### src/rtl/stopwatch_ctrl.sv
`default_nettype none
// stopwatch_ctrl: conditions the two stopwatch buttons and runs the start/pause/clear FSM
// that drives the Counter's init_regs/count_enabled, halting at STOP_VALUE.
module stopwatch_ctrl #(
  parameter int         CLK_FREQ        = 100000000,
  parameter int         DEBOUNCE_CYCLES = CLK_FREQ / 100,
  parameter int         CLEAR_CYCLES    = 2,
  parameter logic [7:0] STOP_VALUE      = 8'h99
) (
  input  logic       clk,
  input  logic       reset_n,
  input  logic       btn_start_stop,
  input  logic       btn_clear,
  input  logic [7:0] time_reading,
  output logic       init_regs,
  output logic       count_enabled,
  output logic [1:0] state_leds
);

  localparam int CNT_W     = $clog2(DEBOUNCE_CYCLES + 1);
  localparam int CLR_W     = $clog2(CLEAR_CYCLES + 1);
  localparam int BTN_START = 0;
  localparam int BTN_CLEAR = 1;
  localparam logic [CNT_W-1:0] DEB_LAST = CNT_W'(DEBOUNCE_CYCLES - 1);

  typedef enum logic [2:0] {
    ST_CLEARING = 3'd0,
    ST_IDLE     = 3'd1,
    ST_RUNNING  = 3'd2,
    ST_PAUSED   = 3'd3,
    ST_DONE     = 3'd4
  } state_t;

  logic [1:0]       btn_raw;
  logic [1:0]       sync1_q, sync2_q;
  logic [1:0]       deb_q, deb_d;
  logic [CNT_W-1:0] cnt_q [2];
  logic [CNT_W-1:0] cnt_d [2];
  logic [1:0]       deb_dly_q, deb_prev_q;
  logic             warm_q;
  logic [1:0]       arm_q;
  logic [1:0]       press_q;

  state_t           state_q;
  logic [CLR_W-1:0] clr_cnt_q;
  logic             init_q, en_q;
  logic [1:0]       leds_q;

  assign btn_raw = {btn_clear, btn_start_stop};

  // Any sample that agrees with the debounced level restarts the stability count.
  always_comb begin
    deb_d = deb_q;
    for (int i = 0; i < 2; i++) begin
      cnt_d[i] = '0;
      if (sync2_q[i] != deb_q[i]) begin
        if (cnt_q[i] == DEB_LAST) deb_d[i] = sync2_q[i];
        else                      cnt_d[i] = cnt_q[i] + CNT_W'(1);
      end
    end
  end

  // arm_q stays low until a button is seen released after reset, so a button held
  // through reset never produces a press; deb_dly_q aligns press timing.
  always_ff @(posedge clk or negedge reset_n) begin
    if (!reset_n) begin
      sync1_q    <= '0;
      sync2_q    <= '0;
      deb_q      <= '0;
      cnt_q      <= '{default: '0};
      deb_dly_q  <= '0;
      deb_prev_q <= '0;
      warm_q     <= 1'b0;
      arm_q      <= '0;
      press_q    <= '0;
    end else begin
      sync1_q    <= btn_raw;
      sync2_q    <= sync1_q;
      deb_q      <= deb_d;
      cnt_q      <= cnt_d;
      deb_dly_q  <= deb_q;
      deb_prev_q <= deb_dly_q;
      warm_q     <= 1'b1;
      arm_q      <= arm_q | ({2{warm_q}} & ~sync1_q);
      press_q    <= deb_dly_q & ~deb_prev_q & arm_q;
    end
  end

  always_ff @(posedge clk or negedge reset_n) begin
    if (!reset_n) begin
      state_q   <= ST_CLEARING;
      clr_cnt_q <= CLR_W'(CLEAR_CYCLES);
      init_q    <= 1'b1;
      en_q      <= 1'b0;
      leds_q    <= 2'b00;
    end else if (press_q[BTN_CLEAR]) begin
      state_q   <= ST_CLEARING;
      clr_cnt_q <= CLR_W'(CLEAR_CYCLES);
      init_q    <= 1'b1;
      en_q      <= 1'b0;
      leds_q    <= 2'b00;
    end else begin
      case (state_q)
        ST_CLEARING: begin
          if (clr_cnt_q == CLR_W'(1)) begin
            state_q <= ST_IDLE;
            init_q  <= 1'b0;
          end else begin
            clr_cnt_q <= clr_cnt_q - CLR_W'(1);
          end
        end
        ST_IDLE: begin
          if (press_q[BTN_START]) begin
            state_q <= ST_RUNNING;
            en_q    <= 1'b1;
            leds_q  <= 2'b01;
          end
        end
        ST_RUNNING: begin
          if (time_reading == STOP_VALUE) begin
            state_q <= ST_DONE;
            en_q    <= 1'b0;
            leds_q  <= 2'b11;
          end else if (press_q[BTN_START]) begin
            state_q <= ST_PAUSED;
            en_q    <= 1'b0;
            leds_q  <= 2'b10;
          end
        end
        ST_PAUSED: begin
          if (press_q[BTN_START]) begin
            state_q <= ST_RUNNING;
            en_q    <= 1'b1;
            leds_q  <= 2'b01;
          end
        end
        ST_DONE: begin
          en_q <= 1'b0;
        end
        default: begin
          state_q   <= ST_CLEARING;
          clr_cnt_q <= CLR_W'(CLEAR_CYCLES);
          init_q    <= 1'b1;
          en_q      <= 1'b0;
          leds_q    <= 2'b00;
        end
      endcase
    end
  end

  assign init_regs     = init_q;
  assign count_enabled = en_q;
  assign state_leds    = leds_q;

endmodule
`default_nettype wire

### config.mk
export PLATFORM = sky130hd
export DESIGN_NAME = stopwatch_ctrl
export DESIGN_NICKNAME = d
export VERILOG_FILES = /design/src/rtl/stopwatch_ctrl.sv
export SDC_FILE = /design/constraint.sdc
export NUM_CORES = 1
export LEC_CHECK = 0
export CORE_ASPECT_RATIO = 1.1
export CORE_MARGIN = 2
export CORE_UTILIZATION = 45
export DETAILED_ROUTE_END_ITERATION = 7
export HOLD_SLACK_MARGIN = 0.08
export PLACE_DENSITY = 0.62
export SLEW_MARGIN = 20
export SYNTH_ARGS = -nofsm -noshare
export SYNTH_HDL_FRONTEND = slang
export SYNTH_SLANG_ARGS = --single-unit
### constraint.sdc
create_clock -name clk -period 2.29 [get_ports clk]
set_input_delay 0.687 -clock clk [delete_from_list [all_inputs] [get_ports clk]]
set_output_delay 0.687 -clock clk [all_outputs]
set_load 0.01 [all_outputs]
==> results.ini <==
[floorplan]
die_w_um=82.0
ioPinCount=16
design.core.area_mm2=0.00652
start_util_pct=46.2
row_count=31
dieHeight_um=89.8
die_area_mm2=0.00736

[placed_design]
hpwl_um=3700
portBuffers=15
placed_cells=393
gp_congestion=0.790

[clock_network]
clock_sinks=64
cts_buffers=9
cts_max_level=3
postCtsHoldBufs=0
clk_latency_ps=330
root_buffer=clkbuf_8
tritoncts=yes
cts.clk_slew.worst_paths_ps=70
post_cts_buffers=0
cts_resized=0
clock_path_buffers=2

[critical_path]
arrival_ps=2330
rrSetupSlack_ps=170
worstPathMaxFanout=5
reg2reg_from=cnt_q[13]
path_class=flop to flop
reg2regPathDepth=4
endpoint_kind=flop
cp.required_ps=2500
worstReg2RegEnd=deb_q[1]
start_kind=flop

[sta]
fin_crit_ps=2120
tns_ps=0
hold_viol=0
setup_viol=0
post-route-period-util_pct=92.5
max_freq_ghz=0.472
maxSlewHeadroom_pct=59.4
worst_pin_slew_ps=603
skew_ps=8.85
drv_slew=0
rsz0062_at_grt=no

[drt]
first_iter_violations=128
routedWlPerCell_um=13.6
viasPerCell=5.49
drt_wl_total_um=5560
num_vias=2244
ant_nets=0
drc=0
dr.pass1.iters=4

[yosys]
synth_area_leader_cell=dfrtp_1
yosys-top-cells-count=62 x dfrtp_1, 36 x nor2_1, 18 x nand2_1, 15 x a21oi_1, 15 x xnor2_1
avgSynthCellArea_um2=10.1
yosysTopAreaCellShare_pct=51.5
synth_edf_count=0
syn_nets=312
synth_most_common_cell=dfrtp_1
async_flop_share_pct=100
synth_seq_cells=64
synth_ff_type=dfrtp_1
syn_area_mm2=0.00301
ys_warn_count=0
synth-seq-area-share_pct=53.3
netlist_instances=297
yosys-top-cells-area=dfrtp_1 52%, nor2_1 4.5%, xnor2_1 4.4%
synth.distinct_cells=51

[cells_and_area]
antenna_cells=0
fin_nets=337
final_cells=409
drive_above_1_share_pct=10.7
fin_util_pct=53.8
area_growth_pct=16.5

[global_routing]
grt_max_degree=65
grt_overflow_total=0
grt_antenna_before_repair=0
grt_pass1_vias=2207
grt_pass1_wl_um=9920
grtUsageTotal_pct=17.1

[pwr]
p_leak_nw=1.46
ir_worst_vdd_uv=353
power_density_mw_per_mm2=726

[min_path]
hp-class=primary input to async pin

[outcome]
status=finished clean

[flow_run]
cap_viol_max_count=0

==> cell usage in the layout (no fill, tap or decap), drive strengths merged, types with 5 or more instances in the layout <==
| master | Yosys | routed |
|---|---|---|
| inv | 14 | 14 |
| nor4 | 6 | 6 |
| nor3 | 5 | 5 |
| or3 | 9 | 9 |
| dfrtp | 62 | 62 |
| clkdlybuf4s50 | 0 | 14 |
| o21ai | 14 | 14 |
| nand4 | 13 | 13 |
| nand3 | 14 | 14 |
| nor2 | 36 | 36 |
| xnor2 | 15 | 15 |
| buf | 4 | 8 |
| nand2 | 18 | 18 |
| or4 | 6 | 6 |
| xor2 | 12 | 12 |
| clkbuf | 4 | 13 |
| a21oi | 15 | 15 |
==> layer usage <==
layer	part of all wire, %	up-vias	global-route usage [%]
met2	48	29	25.7
met1	48	1094	23.6
met4	1.7	0	8.19
met3	2.8	9	3.11
li1	-	1112	-
met5	0	-	0
==> registers in the layout (all words and copies together), names as in the netlist <==
register / count
arm_q: 2
clr_cnt_q: 2
cnt_q: 40
count_enabled: 1
deb_dly_q: 2
deb_prev_q: 2
deb_q: 2
init_regs: 1
press_q: 2
state_leds: 2
state_q: 3
sync1_q: 2
sync2_q: 2
warm_q: 1
==> final cells by class <==
class                           instances  area (um2)
Clock inverter                          3        40.0
Fill cell                             591        3010
Tap cell                               82         103
Inverter                               14        52.6
Sequential cell                        64        1600
Multi-Input combinational cell        211        1320
Clock buffer                           13         169
Timing Repair Buffer                   22         223
==> power by group <==
group | internal (W) | total, W | switching, W
clock | 0.000589 | 0.00101 | 0.000418
sequential | 0.00120 | 0.00127 | 0.0000705
combinational | 0.000140 | 0.000271 | 0.000131
==> logic make-up (layout without fill, tap and decap cells) <==
logic type	Yosys count	count (layout)	synth area share, %
other cells	1	1	0.125
xor+xnor	27	27	7.86
compound gates	50	50	10.7
simple gates	128	128	22.9
buf+inv	22	52	3.12
flops	64	64	53.3
mux	2	2	0.748
fa+ha+maj	3	3	1.25
==> worst max path at each step <==
stage | start | cells after the start | slack [ps] | end
2_1_floorplan | cnt_q[13] | 5 | 290 | cnt_q[11]
3_3_place_gp | time_reading[3] | 6 | 110 | state_q[0]
3_5_place_dp | time_reading[3] | 6 | 70 | state_q[0]
5_1_grt | cnt_q[13] | 4 | 110 | deb_q[1]
4_1_cts | cnt_q[13] | 4 | 160 | deb_q[1]
6_report | cnt_q[13] | 4 | 170 | deb_q[1]
==> through the flow <==
step | instance area, um2 | worst slack, ps | hold slack [ps] | power (W)
final | 3510 | 173 | 334 | 0.00255
after detailed placement | 3300 | 74.8 | 363 | 0.00156
after floorplan | 3010 | 294 | 347 | 0.00143
after global placement | 3300 | 115 | 352 | 0.00155
after CTS | 3510 | 162 | 360 | 0.00258
after global routing | 3510 | 113 | 379 | 0.00268
==> worst max-delay path: stages (launching register included) <==
cell,delay [ps]
dfrtp_1,430
or4_1,550
or4_4,550
nor2_1,130
mux2_2,340
Power figures use the tool's default switching activity.
